==> config.mk <==
export PLATFORM = sky130hd
export DESIGN_NAME = if_stage_ibuf_flat
export DESIGN_NICKNAME = d
export VERILOG_FILES = /design/src/rtl/if_stage_ibuf_if.sv /design/src/rtl/if_stage_ibuf.sv /design/src/flat_wrapper.sv
export SDC_FILE = /design/constraint.sdc
export NUM_CORES = 1
export LEC_CHECK = 0
export ABC_AREA = 1
export BUFFER_PORTS_ARGS = -buffer_cell sky130_fd_sc_hd__buf_2
export CAP_MARGIN = 20
export CORE_ASPECT_RATIO = 1.1
export CORE_UTILIZATION = 44
export CTS_BUF_LIST = sky130_fd_sc_hd__clkbuf_8 sky130_fd_sc_hd__clkbuf_16
export DETAILED_ROUTE_END_ITERATION = 12
export HOLD_SLACK_MARGIN = 0.15
export REMOVE_ABC_BUFFERS = 1
export SYNTH_ARGS = -nofsm -noshare
export SYNTH_HDL_FRONTEND = slang
export SYNTH_SLANG_ARGS = --single-unit
==> constraint.sdc <==
create_clock -name clk -period 11.7 [get_ports clk]
set_clock_uncertainty 0.1 [all_clocks]
set_input_delay 1.755 -clock clk [delete_from_list [all_inputs] [get_ports clk]]
set_output_delay 1.755 -clock clk [all_outputs]
set_load 0.1 [all_outputs]
==> src/rtl/if_stage_ibuf_if.sv <==
// Fetch-stage bus bundle: instruction SRAM request/response handshake plus
// the IBUF head presented to the ID stage.
// master = fetch stage, slave = SRAM/ID side (or testbench).
interface if_stage_ibuf_if;
    logic        inst_sram_req;
    logic [31:0] inst_sram_addr;
    logic        inst_sram_addr_ok;
    logic        inst_sram_data_ok;
    logic [31:0] inst_sram_rdata;

    logic        out_valid;
    logic        out_ready;
    logic [31:0] out_pc;
    logic [31:0] out_inst;
    logic        out_exc;
    logic [5:0]  out_ecode;
    logic [8:0]  out_esubcode;

    modport master (
        output inst_sram_req, inst_sram_addr,
        input  inst_sram_addr_ok, inst_sram_data_ok, inst_sram_rdata,
        output out_valid, out_pc, out_inst, out_exc, out_ecode, out_esubcode,
        input  out_ready
    );

    modport slave (
        input  inst_sram_req, inst_sram_addr,
        output inst_sram_addr_ok, inst_sram_data_ok, inst_sram_rdata,
        input  out_valid, out_pc, out_inst, out_exc, out_ecode, out_esubcode,
        output out_ready
    );
endinterface

==> src/rtl/if_stage_ibuf.sv <==
// Instruction fetch stage with multiple outstanding SRAM requests, an
// in-order PC tag queue and an instruction buffer (IBUF) feeding ID.
// Redirects (ex > ertn > branch) cancel all in-flight responses.
// Optional macro IF_PERF_EN adds fetch/drop performance counters.
module if_stage_ibuf #(
    parameter logic [31:0] RESET_PC        = 32'h1c000000,
    parameter int unsigned IBUF_DEPTH      = 4,
    parameter int unsigned MAX_OUTSTANDING = 2
) (
    input  logic        clk,
    input  logic        rst,
`ifdef IF_PERF_EN
    output logic [31:0] perf_fetch_cnt,
    output logic [31:0] perf_drop_cnt,
`endif
    input  logic        ex_flush,
    input  logic [31:0] ex_entry,
    input  logic        ertn_flush,
    input  logic [31:0] ertn_entry,
    input  logic        br_taken,
    input  logic [31:0] br_target,
    if_stage_ibuf_if.master bus
);
    localparam int unsigned OW = $clog2(MAX_OUTSTANDING + 1);
    localparam int unsigned CW = $clog2(IBUF_DEPTH + 1);
    localparam int unsigned PW = $clog2(IBUF_DEPTH);
    localparam logic [OW-1:0] O_ONE = 1;
    localparam logic [CW-1:0] C_ONE = 1;
    localparam logic [PW-1:0] P_ONE = 1;
    localparam logic [5:0]    ECODE_ADEF = 6'h08;

    logic [31:0]   fpc_q, fpc_d;
    logic [OW-1:0] outst_q, outst_d;
    logic [OW-1:0] cancel_q, cancel_d;
    logic [OW-1:0] tag_cnt_q, tag_cnt_d;
    logic [31:0]   tag_q [MAX_OUTSTANDING];
    logic [31:0]   tag_d [MAX_OUTSTANDING];
    logic          adef_sent_q, adef_sent_d;

    logic [CW-1:0] cnt_q, cnt_d;
    logic [PW-1:0] head_q, head_d, tail_q, tail_d;
    logic [31:0]   ibuf_pc_q   [IBUF_DEPTH];
    logic [31:0]   ibuf_pc_d   [IBUF_DEPTH];
    logic [31:0]   ibuf_inst_q [IBUF_DEPTH];
    logic [31:0]   ibuf_inst_d [IBUF_DEPTH];
    logic          ibuf_exc_q  [IBUF_DEPTH];
    logic          ibuf_exc_d  [IBUF_DEPTH];

    logic          redirect;
    logic [31:0]   redirect_pc;
    logic [OW-1:0] live;
    logic          req, hs, drop, accept, adef, push, pop, head_valid;

    // Control decode: redirect select, request credit, response routing, ADEF.
    always_comb begin
        redirect    = ex_flush | ertn_flush | br_taken;
        redirect_pc = ex_flush ? ex_entry : (ertn_flush ? ertn_entry : br_target);
        // Cancelled requests never land in the IBUF, so only live ones need space.
        live        = outst_q - cancel_q;
        req         = !rst && !redirect && (fpc_q[1:0] == 2'b00)
                      && (32'(outst_q) < MAX_OUTSTANDING)
                      && ((32'(cnt_q) + 32'(live)) < IBUF_DEPTH);
        hs          = req && bus.inst_sram_addr_ok;
        drop        = bus.inst_sram_data_ok && ((cancel_q != '0) || redirect);
        accept      = bus.inst_sram_data_ok && !drop;
        adef        = !redirect && (fpc_q[1:0] != 2'b00) && !adef_sent_q
                      && (outst_q == '0) && (cancel_q == '0)
                      && (32'(cnt_q) < IBUF_DEPTH);
        head_valid  = (cnt_q != '0);
        push        = accept || adef;
        pop         = head_valid && bus.out_ready && !redirect;
    end

    // Fetch PC, outstanding/cancel bookkeeping and in-order PC tag queue.
    always_comb begin
        fpc_d       = fpc_q;
        outst_d     = outst_q;
        cancel_d    = cancel_q;
        adef_sent_d = adef_sent_q;
        tag_d       = tag_q;
        tag_cnt_d   = tag_cnt_q;

        if (hs && !bus.inst_sram_data_ok) begin
            outst_d = outst_q + O_ONE;
        end else if (!hs && bus.inst_sram_data_ok) begin
            outst_d = outst_q - O_ONE;
        end

        if (redirect) begin
            fpc_d       = redirect_pc;
            adef_sent_d = 1'b0;
            tag_cnt_d   = '0;
            // Everything still in flight after this cycle belongs to the old stream.
            cancel_d    = outst_d;
        end else begin
            if (hs) begin
                fpc_d = fpc_q + 32'd4;
            end
            if (adef) begin
                adef_sent_d = 1'b1;
            end
            if (bus.inst_sram_data_ok && (cancel_q != '0)) begin
                cancel_d = cancel_q - O_ONE;
            end
            if (accept) begin
                for (int unsigned i = 0; i + 1 < MAX_OUTSTANDING; i++) begin
                    tag_d[i] = tag_q[i+1];
                end
                tag_cnt_d = tag_cnt_q - O_ONE;
            end
            if (hs) begin
                for (int unsigned i = 0; i < MAX_OUTSTANDING; i++) begin
                    if (32'(tag_cnt_d) == i) begin
                        tag_d[i] = fpc_q;
                    end
                end
                tag_cnt_d = tag_cnt_d + O_ONE;
            end
        end
    end

    // IBUF ring: push returned/ADEF entries at tail, pop head to ID.
    always_comb begin
        ibuf_pc_d   = ibuf_pc_q;
        ibuf_inst_d = ibuf_inst_q;
        ibuf_exc_d  = ibuf_exc_q;
        head_d      = head_q;
        tail_d      = tail_q;
        cnt_d       = cnt_q;

        if (redirect) begin
            head_d = '0;
            tail_d = '0;
            cnt_d  = '0;
        end else begin
            if (push) begin
                ibuf_pc_d[tail_q]   = adef ? fpc_q : tag_q[0];
                ibuf_inst_d[tail_q] = adef ? 32'd0 : bus.inst_sram_rdata;
                ibuf_exc_d[tail_q]  = adef;
                tail_d              = tail_q + P_ONE;
            end
            if (pop) begin
                head_d = head_q + P_ONE;
            end
            if (push && !pop) begin
                cnt_d = cnt_q + C_ONE;
            end else if (!push && pop) begin
                cnt_d = cnt_q - C_ONE;
            end
        end
    end

    // Control state registers with synchronous reset.
    always_ff @(posedge clk) begin
        if (rst) begin
            fpc_q       <= RESET_PC;
            outst_q     <= '0;
            cancel_q    <= '0;
            tag_cnt_q   <= '0;
            adef_sent_q <= 1'b0;
            cnt_q       <= '0;
            head_q      <= '0;
            tail_q      <= '0;
        end else begin
            fpc_q       <= fpc_d;
            outst_q     <= outst_d;
            cancel_q    <= cancel_d;
            tag_cnt_q   <= tag_cnt_d;
            adef_sent_q <= adef_sent_d;
            cnt_q       <= cnt_d;
            head_q      <= head_d;
            tail_q      <= tail_d;
        end
    end

    // Storage arrays; contents are only observed through valid counters.
    always_ff @(posedge clk) begin
        tag_q       <= tag_d;
        ibuf_pc_q   <= ibuf_pc_d;
        ibuf_inst_q <= ibuf_inst_d;
        ibuf_exc_q  <= ibuf_exc_d;
    end

    assign bus.inst_sram_req  = req;
    assign bus.inst_sram_addr = {fpc_q[31:2], 2'b00};
    assign bus.out_valid      = head_valid;
    assign bus.out_pc         = head_valid ? ibuf_pc_q[head_q] : '0;
    assign bus.out_inst       = head_valid ? ibuf_inst_q[head_q] : '0;
    assign bus.out_exc        = head_valid && ibuf_exc_q[head_q];
    assign bus.out_ecode      = (head_valid && ibuf_exc_q[head_q]) ? ECODE_ADEF : '0;
    assign bus.out_esubcode   = '0;

`ifdef IF_PERF_EN
    logic [31:0] perf_fetch_q, perf_fetch_d, perf_drop_q, perf_drop_d;

    // Count accepted and dropped responses.
    always_comb begin
        perf_fetch_d = perf_fetch_q + (accept ? 32'd1 : 32'd0);
        perf_drop_d  = perf_drop_q + (drop ? 32'd1 : 32'd0);
    end

    // Performance counter registers.
    always_ff @(posedge clk) begin
        if (rst) begin
            perf_fetch_q <= '0;
            perf_drop_q  <= '0;
        end else begin
            perf_fetch_q <= perf_fetch_d;
            perf_drop_q  <= perf_drop_d;
        end
    end

    assign perf_fetch_cnt = perf_fetch_q;
    assign perf_drop_cnt  = perf_drop_q;
`endif
endmodule

==> src/flat_wrapper.sv <==
// flat-port wrapper written by rule: the top's interface ports become plain ports
module if_stage_ibuf_flat 
#(
    parameter logic [31:0] RESET_PC        = 32'h1c000000,
    parameter int unsigned IBUF_DEPTH      = 4,
    parameter int unsigned MAX_OUTSTANDING = 2
)
  (clk, rst, ex_flush, ex_entry, ertn_flush, ertn_entry, br_taken, br_target, bus_inst_sram_req, bus_inst_sram_addr, bus_inst_sram_addr_ok, bus_inst_sram_data_ok, bus_inst_sram_rdata, bus_out_valid, bus_out_pc, bus_out_inst, bus_out_exc, bus_out_ecode, bus_out_esubcode, bus_out_ready);
  if_stage_ibuf_if bus_i ();
  input  logic clk;
  input  logic rst;
  input  logic ex_flush;
  input  logic [31:0] ex_entry;
  input  logic ertn_flush;
  input  logic [31:0] ertn_entry;
  input  logic br_taken;
  input  logic [31:0] br_target;
  output wire logic [$bits(bus_i.inst_sram_req)-1:0] bus_inst_sram_req;
  output wire logic [$bits(bus_i.inst_sram_addr)-1:0] bus_inst_sram_addr;
  input wire logic [$bits(bus_i.inst_sram_addr_ok)-1:0] bus_inst_sram_addr_ok;
  input wire logic [$bits(bus_i.inst_sram_data_ok)-1:0] bus_inst_sram_data_ok;
  input wire logic [$bits(bus_i.inst_sram_rdata)-1:0] bus_inst_sram_rdata;
  output wire logic [$bits(bus_i.out_valid)-1:0] bus_out_valid;
  output wire logic [$bits(bus_i.out_pc)-1:0] bus_out_pc;
  output wire logic [$bits(bus_i.out_inst)-1:0] bus_out_inst;
  output wire logic [$bits(bus_i.out_exc)-1:0] bus_out_exc;
  output wire logic [$bits(bus_i.out_ecode)-1:0] bus_out_ecode;
  output wire logic [$bits(bus_i.out_esubcode)-1:0] bus_out_esubcode;
  input wire logic [$bits(bus_i.out_ready)-1:0] bus_out_ready;
  assign bus_inst_sram_req = bus_i.inst_sram_req;
  assign bus_inst_sram_addr = bus_i.inst_sram_addr;
  assign bus_i.inst_sram_addr_ok = bus_inst_sram_addr_ok;
  assign bus_i.inst_sram_data_ok = bus_inst_sram_data_ok;
  assign bus_i.inst_sram_rdata = bus_inst_sram_rdata;
  assign bus_out_valid = bus_i.out_valid;
  assign bus_out_pc = bus_i.out_pc;
  assign bus_out_inst = bus_i.out_inst;
  assign bus_out_exc = bus_i.out_exc;
  assign bus_out_ecode = bus_i.out_ecode;
  assign bus_out_esubcode = bus_i.out_esubcode;
  assign bus_i.out_ready = bus_out_ready;
  if_stage_ibuf #(.RESET_PC(RESET_PC), .IBUF_DEPTH(IBUF_DEPTH), .MAX_OUTSTANDING(MAX_OUTSTANDING)) u_core (.clk(clk), .rst(rst), .ex_flush(ex_flush), .ex_entry(ex_entry), .ertn_flush(ertn_flush), .ertn_entry(ertn_entry), .br_taken(br_taken), .br_target(br_target), .bus(bus_i));
endmodule
Word-level counts from Yosys, hierarchy flattened
Cells that the tools add are included.
{"block": "word_totals", "output_inout_bits": 114, "wordCells": 128, "register_bits": 370}
{"block": "op_classes", "n_bitwise": 5, "n_reduce_logical": 44, "n_lt_le_gt_ge": 6, "eq_ne": 1, "mux": 38, "add_sub_neg": 12}
{"operator": "two-way mux 32 bit", "count": 16}
{"operator": "bitwise mux 128 bit", "count": 2}
{"operator": "binary-select mux 32 bit (select 2 bit)", "count": 2}
{"operator": "demux 32 bit (select 2 bit)", "count": 1}
{"operator": "two-way mux 64 bit", "count": 1}
{"operator": "adder 32 x 3 -> 32 bit, second input constant", "count": 1}
{"operator": "less-than comparator 32 x 3 -> 1 bit, second input constant", "count": 1}
{"operator": "logical AND 1 bit", "count": 21}
{"operator": "two-way mux 2 bit", "count": 7}
{"operator": "nonzero test 2 bit", "count": 5}
{"operator": "adder 2 x 1 -> 2 bit, second input constant", "count": 4}
{"operator": "zero test 1 bit", "count": 8}
{"operator": "zero test 2 bit", "count": 4}
{"operator": ">= comparator 3 bit, second input constant", "count": 2}
{"operator": "two-way mux 3 bit", "count": 2}
{"operator": "NOT 2 -> 3 bit", "count": 2}
{"operator": "subtractor 2 x 1 -> 2 bit, second input constant", "count": 3}
{"operator": "adder 3 x 2 -> 4 bit", "count": 1}
{"operator": "bitwise mux 4 bit", "count": 1}
{"operator": "two-way mux 4 bit", "count": 1}
{"operator": "adder 3 x 1 -> 3 bit, second input constant", "count": 1}
{"operator": "less-than comparator 3 x 1 -> 1 bit, second input constant", "count": 1}
{"operator": "less-than comparator 3 bit, second input constant", "count": 1}
{"operator": "two-way mux 1 bit", "count": 3}
{"operator": "other kinds (13)", "count": 15}

Longest topological paths before layout
{"block": "depth", "ltp_word": 13, "depth_mapped": 16, "depth_no_buf": 16}

Worst setup path after synthesis
OpenSTA, ideal clock, no wires.
{"block": "synth_path", "path_type": "input to register", "startpoint": "input ertn_flush", "endpoint": "register u_core.ibuf_exc_q[0] (netlist name) (enable)", "path_slack_ns": 5.765, "t_arrival_ns": 5.347, "setup_time_ns": 0.488, "path_stages": 9, "t_required_ns": 11.112, "cell_sequence": "buf_6 > nor2_8 > nand2_2 > inv_2 > buf_4 > nand3_2 > nand2_1 > inv_2 > nor2_1"}
{"block": "synth_via", "elab_chain_cells": 10, "elab_cells_between_ends": 15, "cone_classes": "3 x bitwise; 12 x reduce/logical"}
{"item": "start, declared", "line_no": "flat_wrapper.sv:14", "text": "input logic ertn_flush;"}
{"item": "OR 1 bit (*) (2 in series)", "line_no": "if_stage_ibuf.sv:56", "text": "redirect = ex_flush | ertn_flush | br_taken;"}
{"item": "zero test 1 bit", "line_no": "if_stage_ibuf.sv:66", "text": "adef = !redirect && (fpc_q[1:0] != 2'b00) && !adef_sent_q"}
{"item": "logical AND 1 bit (2 in series)", "line_no": "if_stage_ibuf.sv:66"}
{"item": "logical AND 1 bit (2 in series)", "line_no": "if_stage_ibuf.sv:67", "text": "&& (outst_q == '0) && (cancel_q == '0)"}
{"item": "logical AND 1 bit", "line_no": "if_stage_ibuf.sv:68", "text": "&& (32'(cnt_q) < IBUF_DEPTH);"}
{"item": "logical OR 1 bit (*)", "line_no": "if_stage_ibuf.sv:70", "text": "push = accept || adef;"}
{"item": "net u_core.push", "line_no": "if_stage_ibuf.sv:52", "text": "logic req, hs, drop, accept, adef, push, pop, head_valid;"}
{"item": "AND reduction 2 bit (no source line) (*)"}
{"item": "end signal, assigned", "line_no": "if_stage_ibuf.sv:181", "text": "ibuf_exc_q <= ibuf_exc_d;"}
{"item": "end, declared", "line_no": "if_stage_ibuf.sv:46", "text": "logic ibuf_exc_q [IBUF_DEPTH];"}
The timed path passes the listed nets; every way through them passes the cells marked *.
A chain may end at the register's enable or synchronous reset.

Worst setup path after layout
{"block": "layout_path", "startpoint": "input ertn_flush", "endpoint": "register u_core.ibuf_inst_q[112] (netlist name) (enable)"}
{"block": "layout_via", "elab_chain_cells": 10, "elab_cells_between_ends": 15, "cone_classes": "3 x bitwise; 12 x reduce/logical"}
{"item": "OR 1 bit (*) (2 in series)", "line_no": "if_stage_ibuf.sv:56"}
{"item": "zero test 1 bit", "line_no": "if_stage_ibuf.sv:66"}
{"item": "logical AND 1 bit (2 in series)", "line_no": "if_stage_ibuf.sv:66"}
{"item": "logical AND 1 bit (2 in series)", "line_no": "if_stage_ibuf.sv:67"}
{"item": "logical AND 1 bit", "line_no": "if_stage_ibuf.sv:68"}
{"item": "logical OR 1 bit (*)", "line_no": "if_stage_ibuf.sv:70"}
{"item": "net u_core.push", "line_no": "if_stage_ibuf.sv:52"}
{"item": "AND reduction 2 bit (no source line) (*)"}
{"item": "end signal, assigned", "line_no": "if_stage_ibuf.sv:180", "text": "ibuf_inst_q <= ibuf_inst_d;"}
{"item": "end, declared", "line_no": "if_stage_ibuf.sv:44", "text": "logic [31:0] ibuf_inst_q [IBUF_DEPTH];"}
Marks and branches as above.

==> impl_metrics.csv <==
group,metric,value,unit
global_routing,grt_pass1_wl,70.4,mm
drt,ant_nets,0,
timing,fmax,174,MHz
synth,yosys-top-cells-area,"edfxtp_1 (56%), nor2_1 (8.9%), o21ai_0 (6.0%), dfxtp_1 (5.3%), nand2_1 (5.2%)",
drt,top_layer_used,"met4",
timing,min_period,5.74,ns
cells_and_area,multiInputGateArea,5600,um^2
drt,drt-pass1-iter-count,5,
floorplan,ios,250,
cells_and_area,stdcell_area,19700,um^2
floorplan,floorplan.die_area,40500,um^2
clocking,clockRootBuffer,"clkbuf_16",
clocking,path_clk_slew,0.06,ns
cells_and_area,drive_above_1_share,0.164,
power,irDropWorstVdd,0.0903,mV
cells_and_area,final_cell_mix,"nor2_1 (408), edfxtp_1 (324), nand2_1 (241)",
clocking,hold_buffers,0,
timing,period_share,0.491,
synth,ys.flop_type,"edfxtp_1",
cells_and_area,syn_to_final_growth,12.9,%
global_routing,grt_max_degree,91,
timing,rsz0062_at_grt,"false",
timing,hold_viol,0,
synth,synth.yosys.warnings,0,
floorplan,die_w,192,um
worst_setup_path,worst_setup_path_start_kind,"primary input",
clocking,cts_tree,"yes",
synth,post_synth_num_cell_types,39,
worst_setup_path,crit_type,"in2reg",
floorplan,start_util,0.446,
worst_setup_path,timing.critical_path.buf_inv,5,
global_routing,grt_pass1_vias,12704,
synth,ys_ff_latch,370,
synth,yosysSeqAreaShare,0.610,
clocking,clk_latency,0.52,ns
worst_setup_path,critPathCaptureType,"register",
synth,synthCells,1842,
worst_setup_path,worst_path_largest_cell_delay,0.78,ns
worst_setup_path,cp_slowest_cell,"nand3_2",
drt,drtIter0Drc,990,
synth,syn_area_per_cell,9.48,um^2
drt,route.final.wire_length,45.5,mm
drt,dr_wl_met2,22.0,mm
drt,drc,0,
cells_and_area,n_antenna_cell,0,
cells_and_area,n_fill_cell,3611,
timing,maxSlewViolCount,0,
placed_design,place_congestion,0.898,
cells_and_area,final_nets,2135,
global_routing,grtUsageTotal,0.226,
global_routing,grt.overflow.total,0,
clocking,cts_resized,0,
worst_setup_path,arrival,5.78,ns
floorplan,core,39200,um^2
timing,tightest_slew,1.06,ns
clocking,cts_sinks,370,
worst_setup_path,crit_top_cell,"buf_4",
global_routing,antenna_found_initial,0,
placed_design,dp_slack,5.44,ns
synth,syn_area,17500,um^2
synth,synth_edf_count,324,
placed_design,hpwl,28.5,mm
timing,finalSetupViolations,0,
cells_and_area,regArea,10700,um^2
placed_design,place_area,18600,um^2
timing,fin_tns_setup,0,ns
placed_design,port_buffers,233,
floorplan,die_h,211,um
floorplan,rows,76,
synth,synth_area_leader_cell,"edfxtp_1",
synth,synth_top_area_frac,0.557,
worst_setup_path,path_delay_family,"simple AND/OR/NAND/NOR gates",
timing,timing.final.ws_setup,5.96,ns
timing,max-slew-margin-rel,0.293,
clocking,post_cts_buffers,0,
clocking,cts_buffers,37,
run_status,status,"finished, final reports clean",
drt,met3_wirelength,2.88,mm
drt,vias,13343,
power,powerDensity,145,nW/um^2
flow_run,drv_cap,0,
drt,wl_per_cell,18.1,um
drt,wl_met1,19.5,mm
synth,async_flop_share,0,
worst_setup_path,path_cells,"buf_2 -> nor2_8 -> nand2_2 -> clkinv_2 -> buf_4 -> nand3_2 -> nand2_1 -> inv_2 -> nor2_4 -> buf_4",
clocking,htree_levels,2,
power,p_leak,7.73,nW
clocking,max-clock-path-buffers,3,
worst_setup_path,crit_required,11.74,ns
worst_setup_path,critPathMaxFanout,53,
hold_path,hp-class,"reg2reg",
cells_and_area,layout_commonest_cell,"nor2_1",
drt,viasPerCell,5.30,
worst min-delay path: stages (launching register included):
cell and delay [ns]:
dfxtp_1 0.29, inv_1 0.06, a21oi_1 0.06
synth_stat cells (3+ instances only):
cell type  number
buf_6           3
buf_1           9
nand3_1        46
xor2_1          7
nand2_2         3
or2_2           6
nor2_1        413
clkbuf_1       61
a31oi_1        32
o22ai_1         3
o21ai_1         4
dfxtp_1        46
edfxtp_1      324
nor3_1         12
nand4_1        38
o21ai_0       209
nand2_1       241
a21oi_1       134
o211ai_1       14
buf_4          50
ha_1           12
inv_1         115
inv_2           7
buf_2          33
stage by stage:
step | utilization | std cells | power (mW) | hold slack [ns]
after global routing | 0.503 | 2516 | 2.95 | 0.412
final | 0.503 | 2516 | 2.86 | 0.370
after CTS | 0.503 | 2516 | 2.88 | 0.371
after floorplan | - | 1700 | 1.70 | 0.335
after global placement | 0.475 | 2454 | 1.79 | 0.368
after detailed placement | 0.475 | 2454 | 1.79 | 0.363
sequential cells by signal, indices dropped and copies added (netlist names):
signal / flops
u_core.ibuf_exc_q: 4
u_core.cnt_q: 3
u_core.tail_q: 2
u_core.ibuf_inst_q: 128
u_core.fpc_q: 32
u_core.head_q: 2
u_core.cancel_q: 2
u_core.adef_sent_q: 1
u_core.ibuf_pc_q: 128
u_core.tag_cnt_q: 2
u_core.tag_q: 64
u_core.outst_q: 2
cells by family (layout without fill, tap and decap cells):
logic type,after synthesis,after routing,synth area share
mux,3,3,0.00186
flops,370,370,0.610
fa+ha+maj,13,13,0.00975
simple gates,768,768,0.180
xor+xnor,8,8,0.00401
buf+inv,279,431,0.0745
other cells,1,16,0.000215
compound gates,400,400,0.120
final cells by class:
type                       instances  area share
multi-input combinational       1208       0.284
tap                              507      0.0322
clock inverter                    25     0.00825
timing repair buffer             247      0.0645
sequential                       370       0.541
clock buffer                      37      0.0470
inverter                         122      0.0234
path summary, 6_finish.rpt:
path | from | cells after the start | slack (ns) | to
min | u_core.adef_sent_q | 2 | 0.37 | u_core.adef_sent_q
max reg2reg | u_core.cancel_q[0] | 8 | 7.89 | u_core.ibuf_inst_q[112]
min reg2reg | u_core.adef_sent_q | 2 | 0.37 | u_core.adef_sent_q
max | ertn_flush | 10 | 5.96 | u_core.ibuf_inst_q[112]
power by group:
part	total (mW)	switching (mW)	internal (mW)	leakage, nW
sequential	1.49	0.0315	1.46	3.31
clock	1.09	0.473	0.616	0.554
combinational	0.277	0.215	0.0626	3.87
total	2.86	0.720	2.14	7.73
metal layers:
layer,up-vias,global-route usage
met3,62,0.0370
met5,-,0
met2,474,0.378
met4,0,0.0695
li1,6507,-
met1,6300,0.298
Power figures use the tool's default switching activity.
